===== src/rtl/writeback.sv =====
// writeback: commit stage that applies GPR or memory writes, owns architectural EFLAGS
// and counts retired instructions.
module writeback #(
    parameter logic [31:0] EFLAGS_RESET = 32'h0000_0002,
    parameter int          RETIRE_W     = 32
) (
    input  logic                clk,
    input  logic                rst_n,
    input  logic                in_valid,
    output logic                in_ready,
    input  logic [31:0]         in_result,
    input  logic [31:0]         in_eflags,
    input  logic [1:0]          in_dst_kind,
    input  logic [2:0]          in_dst_reg,
    input  logic [1:0]          in_dst_size,
    input  logic [31:0]         in_mem_addr,
    input  logic                flush,
    output logic                rf_we,
    output logic [2:0]          rf_waddr,
    output logic [31:0]         rf_wdata,
    output logic [3:0]          rf_wmask,
    output logic                mem_wr_valid,
    input  logic                mem_wr_ready,
    output logic [31:0]         mem_wr_addr,
    output logic [31:0]         mem_wr_data,
    output logic [3:0]          mem_wr_mask,
    output logic [31:0]         eflags,
    output logic                retire,
    output logic [RETIRE_W-1:0] retire_count
);
    typedef enum logic [1:0] {IDLE, COMMIT, MEM} state_t;
    localparam logic [1:0] KIND_GPR = 2'd1;
    localparam logic [1:0] KIND_MEM = 2'd2;
    // Reserved-as-zero bits 3/5/15 and reserved-as-one bit 1
    localparam logic [31:0] EFL_ZERO = 32'h0000_8028;
    localparam logic [31:0] EFL_ONE  = 32'h0000_0002;

    state_t                state_q, state_d;
    logic [1:0]            kind_q;
    logic [31:0]           efl_q, eflags_q;
    logic [2:0]            rf_waddr_q;
    logic [31:0]           rf_wdata_q, mem_addr_q, mem_data_q;
    logic [3:0]            rf_wmask_q, mem_mask_q;
    logic [RETIRE_W-1:0]   cnt_q;
    logic                  accept, byte_hi;
    logic [31:0]           lane_data;
    logic [3:0]            lane_mask;

    assign accept  = (state_q == IDLE) && in_valid && !flush;
    assign byte_hi = (in_dst_size == 2'd0) && in_dst_reg[2];

    always_comb begin
        lane_mask = (in_dst_size == 2'd0) ? 4'b0001 : (in_dst_size == 2'd1) ? 4'b0011 : 4'b1111;
        lane_data = (in_dst_size == 2'd0) ? {24'b0, in_result[7:0]} :
                    (in_dst_size == 2'd1) ? {16'b0, in_result[15:0]} : in_result;
        state_d   = (state_q == IDLE) ? (accept ? ((in_dst_kind == KIND_MEM) ? MEM : COMMIT) : IDLE) :
                    (state_q == MEM && !mem_wr_ready) ? MEM : IDLE;
    end

    // Flush only squashes the single-cycle commit; a started memory handshake must finish
    assign retire       = ((state_q == COMMIT) && !flush) || ((state_q == MEM) && mem_wr_ready);
    assign rf_we        = (state_q == COMMIT) && !flush && (kind_q == KIND_GPR);
    assign mem_wr_valid = (state_q == MEM);
    assign in_ready     = (state_q == IDLE);
    assign rf_waddr     = rf_waddr_q;
    assign rf_wdata     = rf_wdata_q;
    assign rf_wmask     = rf_wmask_q;
    assign mem_wr_addr  = mem_addr_q;
    assign mem_wr_data  = mem_data_q;
    assign mem_wr_mask  = mem_mask_q;
    assign eflags       = eflags_q;
    assign retire_count = cnt_q;

    always_ff @(posedge clk or negedge rst_n) begin
        if (!rst_n) begin
            state_q    <= IDLE;
            kind_q     <= '0;
            efl_q      <= '0;
            eflags_q   <= EFLAGS_RESET;
            rf_waddr_q <= '0;
            rf_wdata_q <= '0;
            rf_wmask_q <= '0;
            mem_addr_q <= '0;
            mem_data_q <= '0;
            mem_mask_q <= '0;
            cnt_q      <= '0;
        end else begin
            state_q <= state_d;
            if (retire) begin
                eflags_q <= (efl_q | EFL_ONE) & ~EFL_ZERO;
                cnt_q    <= cnt_q + RETIRE_W'(1);
            end
            if (accept) begin
                kind_q <= in_dst_kind;
                efl_q  <= in_eflags;
            end
            if (accept && in_dst_kind == KIND_GPR) begin
                rf_waddr_q <= byte_hi ? {1'b0, in_dst_reg[1:0]} : in_dst_reg;
                rf_wdata_q <= byte_hi ? {16'b0, in_result[7:0], 8'b0} : lane_data;
                rf_wmask_q <= byte_hi ? 4'b0010 : lane_mask;
            end
            if (accept && in_dst_kind == KIND_MEM) begin
                mem_addr_q <= in_mem_addr;
                mem_data_q <= lane_data;
                mem_mask_q <= lane_mask;
            end
        end
    end
endmodule


===== config.mk =====
export PLATFORM = sky130hd
export DESIGN_NAME = writeback
export DESIGN_NICKNAME = d
export VERILOG_FILES = /design/src/rtl/writeback.sv
export SDC_FILE = /design/constraint.sdc
export NUM_CORES = 1
export LEC_CHECK = 0
export ABC_AREA = 1
export BUFFER_PORTS_ARGS = -buffer_cell sky130_fd_sc_hd__buf_2
export CAP_MARGIN = 20
export CORE_UTILIZATION = 50
export CTS_BUF_LIST = sky130_fd_sc_hd__clkbuf_8
export DETAILED_ROUTE_END_ITERATION = 12
export PLACE_DENSITY = 0.91
export REMOVE_ABC_BUFFERS = 1
export SLEW_MARGIN = 20
export SYNTH_ARGS = -nofsm -noshare
export SYNTH_HDL_FRONTEND = slang
export SYNTH_SLANG_ARGS = --single-unit

===== constraint.sdc =====
create_clock -name clk -period 1.75 [get_ports clk]
set_input_delay 0.2625 -clock clk [delete_from_list [all_inputs] [get_ports clk]]
set_output_delay 0.2625 -clock clk [all_outputs]
set_load 0.01 [all_outputs]

==> results of run 1 <==
[through the flow]
| step | hold slack [ps] | power, uW | setup TNS (ps) | util |
|---|---|---|---|---|
| 6_report | 33.3 | 12000 | 0 | 0.667 |
| 5_1_grt | 5.92 | 12600 | -14.8 | 0.666 |
| 4_1_cts | 3.86 | 12000 | 0 | 0.665 |
| 3_5_place_dp | 240 | 9060 | 0 | 0.620 |
| 3_3_place_gp | 235 | 8910 | 0 | 0.620 |
| 2_1_floorplan | -33.1 | 7570 | -115080 | - |
[cell families (layout without fill, tap and decap cells)]
| kind of cell | Yosys count | in the layout | share of synthesized area |
|---|---|---|---|
| AND/OR/NAND/NOR | 443 | 443 | 0.225 |
| flip-flops | 197 | 197 | 0.596 |
| buffers and inverters | 102 | 419 | 0.0573 |
| AO/OA/AOI/OAI | 73 | 73 | 0.0520 |
| multiplexers | 29 | 29 | 0.0485 |
| XOR/XNOR | 18 | 18 | 0.0191 |
| other | 2 | 7 | 0.000908 |
| adder cells (fa/ha/maj) | 1 | 1 | 0.00151 |
[power by group through the flow]
| stage | clock [uW] | sequential (uW) | combinational (uW) |
|---|---|---|---|
| finish | 2880 | 6110 | 2990 |
| global route | 3130 | 6220 | 3290 |
| CTS | 2960 | 6080 | 2980 |
| detailed placement | 0 | 6140 | 2920 |
| global placement | 0 | 6110 | 2810 |
| floorplan | 0 | 6500 | 1070 |
[state kept, by name (all words and copies together), names as in the netlist]
name          cells
rf_wmask          3
kind_q            2
rf_wdata         32
eflags           28
rf_waddr          3
mem_wr_data      32
mem_wr_mask       3
state_q           2
efl_q            28
retire_count     32
mem_wr_addr      32
[worst reg2reg max path, cell delays in order (launching register included)]
cell and delay, ps:
dfrtp_1 440, inv_2 100, nand3_2 120, nand2_4 110, buf_4 170, bufbuf_16 340
mux2_4 320
[layout by cell type, fill, tap and decap left out, types with 7 or more instances in the layout]
master | netlist | layout
nor2_1 | 27 | 26
buf_4 | 7 | 20
inv_1 | 58 | 58
o22ai_1 | 8 | 8
mux2_2 | 9 | 9
nand4_1 | 10 | 10
nand2_1 | 329 | 328
xor2_1 | 12 | 12
o21ai_1 | 31 | 31
nor3_1 | 7 | 7
dfrtp_1 | 197 | 196
clkbuf_8 | 0 | 19
dlygate4sd3_1 | 0 | 26
mux2_4 | 20 | 20
nand3_1 | 52 | 52
buf_2 | 13 | 273
o21ai_0 | 23 | 23
[worst max-delay path by stage]
stage / from / endpoint
finish: mem_wr_ready / retire
CTS: state_q[1]$_DFF_PN0_ / rf_we
global placement: flush / eflags[29]$_DFFE_PN0P_
detailed placement: state_q[0]$_DFF_PN0_ / rf_wdata[31]$_DFFE_PN0P_
floorplan: state_q[0]$_DFF_PN0_ / mem_wr_data[8]$_DFFE_PN0P_
global route: state_q[1]$_DFF_PN0_ / retire
[layout make-up]
class	count	area, um^2	area share
Antenna cell	3	7.51	0.000704
Clock buffer	18	248	0.0232
Clock inverter	14	146	0.0137
Inverter	60	228	0.0214
Multi-Input combinational cell	568	2890	0.271
Sequential cell	197	4930	0.462
Tap cell	216	270	0.0253
Timing Repair Buffer	327	1940	0.182
[layer usage]
layer	track usage	up-vias
met3	0.0611	41
li1	-	3357
met4	0.105	0
met5	0	-
met2	0.442	277
met1	0.295	3409
[what timing repair did]
| action | in CTS | in global routing |
|---|---|---|
| hold buffers | 26 | 0 |
| gates resized for setup | 3 | 1 |
| gates cloned | 1 | 0 |
| setup buffers | 3 | 1 |
| pin swaps | 1 | 1 |
| hold endpoints to repair | 64 | 0 |
| endpoints found under the setup margin | 1 | 4 |
==> flow_summary.json, run 1 <==
{
  "wl_met1_um": 8570,
  "firstDrtPassIters": 5,
  "final_area_um2": 10700,
  "cts_tree": "done",
  "vias_per_cell": 5.05,
  "cts.path.max_buffers": 2,
  "timing.final.ws_setup_ps": 49.6,
  "die_h_um": 131,
  "synth_area_leaders": "dfrtp_1, nand2_1, mux2_4, nand3_1, inv_1",
  "cts.clk_slew.worst_paths_ps": 100,
  "min_path_type": "input pin to register",
  "cp-end-kind": "output pin",
  "seqPwrFrac": 0.510,
  "top_layer": "met4",
  "routed-wl-met2_um": 10800,
  "finalMaxSlewViolations": 0,
  "finClkSkew_ps": 14.9,
  "dp_slack_ps": 95.4,
  "synth.avg_cell_area_um2": 9.56,
  "slowest_stage": "dlygate4sd3_1",
  "row_count": 46,
  "async_flop_share": 1.00,
  "grt_pass1_vias": 6831,
  "yosys_most_used_dff": "dfrtp_1",
  "cp_common_cell": "buf_2",
  "cts_buffers": 17,
  "hold_end": "efl_q[21]$_DFFE_PN0N_",
  "drtIter0Drc": 323,
  "critical_path_depth": 6,
  "switchingPower_uw": 3860,
  "placedCellCount": 1337,
  "area_growth_pct": 28.9,
  "die_x_um": 131,
  "worstReg2RegStart": "state_q[1]$_DFF_PN0_",
  "yosysTopAreaCellShare": 0.596,
  "grt_max_degree": 53,
  "ir_worst_vdd_mv": 0.662,
  "overflow": 0,
  "status": "complete, no violations",
  "drc": 0,
  "critical_path_required_ps": 1490,
  "rsz0062_at_grt": "yes",
  "place_congestion": 0.854,
  "grt_usage": 0.252,
  "worstSetupPathType": "input pin to output pin",
  "antenna_found_initial": 3,
  "cts.sinks": 197,
  "crit_fanout": 2,
  "post_drt_wl_per_cell_um": 15.3,
  "min_from": "in_eflags[21]",
  "slowest_delay_ps": 560,
  "yosys_warnings": 0,
  "hold_depth": 3,
  "wl_met3_um": 1530,
  "worst-path-buf-inv": 4,
  "reg2reg_depth": 6,
  "drive_above_1_share": 0.328,
  "coreArea_um2": 16000,
  "grt_pass1_wl_um": 32800,
  "synth_cell_types": 35,
  "ys_ff_latch": 197,
  "nNetsFinal": 1280,
  "clkPwrFrac": 0.240,
  "cts-root-buf": "clkbuf_8",
  "p_per_area_nw_per_um2": 1120,
  "crit_chain": "dlygate4sd3_1 > buf_2 > nand3_1 > nand2_4 > buf_12 > buf_2",
  "htreeDepth": 4,
  "ios": 283,
  "die-area_um2": 17100,
  "layout.cells.non_filler": 1403,
  "p_comb_frac": 0.250,
  "synth_edf_count": 0,
  "io_buffer_count": 274,
  "nFillCells": 1208,
  "start_util": 0.517,
  "ys_seq_area_frac": 0.596,
  "hold_viol": 0,
  "yosysMostFrequentCell": "nand2_1",
  "drt-total-wl_um": 21400,
  "cp-start-kind": "input pin",
  "syn_inst": 865,
  "setup_viol": 0,
  "switching_share": 0.322,
  "reg2reg_to": "eflags[9]$_DFFE_PN0P_",
  "clkLatencyLatePin_ps": 450,
  "place_area_um2": 9920,
  "cellLeakagePower_uw": 0.00591,
  "ff2ff_setup_slack_ps": 60,
  "maxCapViolations": 0,
  "hpwl_um": 14500,
  "crit_family": "buffers and inverters",
  "netlist_area_um2": 8270,
  "p_int_uw": 8130,
  "synth_top_cell_by_area": "dfrtp_1",
  "finalCriticalPeriod_ps": 1700,
  "antenna_left": 0,
  "max_freq_mhz": 588,
  "synth.top_cells.by_count": "nand2_1, dfrtp_1, inv_1, nand3_1, o21ai_1",
  "vias": 7084,
  "min_period_over_period": 0.972,
  "worstPathArrival_ps": 1440
}
(Power assumes the default switching activity.)
==> run 2, diff against run 1 <==
- HOLD_SLACK_MARGIN: default -> 0.1
==> flow_summary.json, run 2 (same netlist as run 1, synthesis figures left out) <==
{
  "status": "complete, no violations",
  "worstSetupPathType": "input pin to output pin",
  "row_count": 46,
  "clkPwrFrac": 0.238,
  "drive_above_1_share": 0.309,
  "cellLeakagePower_uw": 0.00622,
  "setup_viol": 0,
  "finClkSkew_ps": 13.2,
  "place_congestion": 0.854,
  "die_x_um": 131,
  "antenna_left": 0,
  "cp-end-kind": "output pin",
  "cp-start-kind": "input pin",
  "finalCriticalPeriod_ps": 1700,
  "cts.path.max_buffers": 2,
  "max_freq_mhz": 589,
  "min_period_over_period": 0.971,
  "cts-root-buf": "clkbuf_8",
  "hold_slack_ps": 148,
  "switching_share": 0.329,
  "crit_fanout": 2,
  "antenna_found_initial": 1,
  "hold_viol": 0,
  "switchingPower_uw": 4050,
  "cts_tree": "done",
  "ir_worst_vdd_mv": 0.760,
  "cts.clk_slew.worst_paths_ps": 100,
  "nFillCells": 1075,
  "drc": 0,
  "grt_max_degree": 53,
  "die_h_um": 131,
  "io_buffer_count": 274,
  "drt-total-wl_um": 24700,
  "final_cell_mix": "nand2_1, buf_2, dfrtp_1, dlygate4sd3_1, inv_1",
  "setup_tns_ps": 0,
  "area_growth_pct": 37.9,
  "clkLatencyLatePin_ps": 450,
  "vias_per_cell": 5.20,
  "ios": 283,
  "min_path_type": "input pin to register",
  "htreeDepth": 4,
  "p_comb_frac": 0.262,
  "finalMaxSlewViolations": 0,
  "p_per_area_nw_per_um2": 1080,
  "seqPwrFrac": 0.500,
  "grt_pass1_vias": 7630,
  "firstDrtPassIters": 5,
  "overflow": 0,
  "rsz0062_at_grt": "yes",
  "maxCapViolations": 0,
  "post_drt_wl_per_cell_um": 16.8,
  "start_util": 0.517,
  "grt_usage": 0.289,
  "grt_pass1_wl_um": 37300,
  "drtIter0Drc": 469,
  "cts_buffers": 17,
  "p_int_uw": 8240,
  "hpwl_um": 14500,
  "cts.sinks": 197,
  "layout_commonest_cell": "nand2_1",
  "die-area_um2": 17100,
  "nNetsFinal": 1354,
  "critical_path_required_ps": 1490,
  "vias": 7678,
  "coreArea_um2": 16000,
  "worstPathArrival_ps": 1440
}
[run 2: cell count changes in the layout (fill, tap and decap cells not counted)]
cell	previous run	this run
diode_2	3	2
buf_6	0	1
dlygate4sd3_1	26	99
[run 2: worst paths after layout]
check | startpoint | endpoint | slack, ps | depth (start not counted)
max | mem_wr_ready | retire | 50 | 6
max in group asynchronous | rst_n | rf_wdata[18]$_DFFE_PN0P_ | 810 | 3
min | in_dst_kind[1] | kind_q[1]$_DFFE_PN0N_ | 150 | 3
min in group asynchronous | rst_n | mem_wr_addr[5]$_DFFE_PN0P_ | 320 | 2
max reg2reg | state_q[0]$_DFF_PN0_ | eflags[16]$_DFFE_PN0P_ | 50 | 6
min reg2reg | mem_wr_addr[30]$_DFFE_PN0P_ | mem_wr_addr[30]$_DFFE_PN0P_ | 480 | 2
[run 2: per-layer routing]
metal	part of all wire	global-route usage
met5	0	0
met4	0.041	0.151
met3	0.080	0.0757
met2	0.50	0.500
met1	0.38	0.329
[run 2: layout make-up]
type / count / area [um^2] / area share
Clock inverter: 14 / 146 / 0.0128
Inverter: 60 / 228 / 0.0200
Timing Repair Buffer: 401 / 2690 / 0.235
Clock buffer: 18 / 248 / 0.0217
Antenna cell: 2 / 5.00 / 0.000439
Sequential cell: 197 / 4930 / 0.432
Multi-Input combinational cell: 568 / 2890 / 0.254
Tap cell: 216 / 270 / 0.0237
[run 2: timing repair]
item	CTS	global route
hold buffers	99	0
setup buffers	3	2
endpoints found under the setup margin	1	6
cloned	1	0
pin swaps	1	1
endpoints found under the hold margin	213	0
gates resized for setup	3	2
[run 2: critical path, cell delays in order]
cell	delay, ps
dlygate4sd3_1	560
buf_2	140
nand3_1	140
nand2_4	70
buf_12	130
buf_2	130
[run 2: power by group through the flow]
stage	sequential (uW)	combinational [uW]	clock (uW)
floorplan	6500	1070	0
global placement	6110	2810	0
detailed placement	6140	2920	0
CTS	6080	3110	2960
global route	6240	3500	3140
finish	6150	3220	2930
[run 2: stage by stage]
step / area, um^2 / util / std cells / power [uW] / setup WS [ps]
6_report: 11400 / 0.713 / 1476 / 12300 / 51.1
3_5_place_dp: 9920 / 0.620 / 1337 / 9060 / 95.4
5_1_grt: 11400 / 0.712 / 1474 / 12900 / -13.3
3_3_place_gp: 9920 / 0.620 / 1337 / 8910 / 167
4_1_cts: 11400 / 0.711 / 1472 / 12100 / 15.1
2_1_floorplan: 8030 / - / 825 / 7570 / -1570
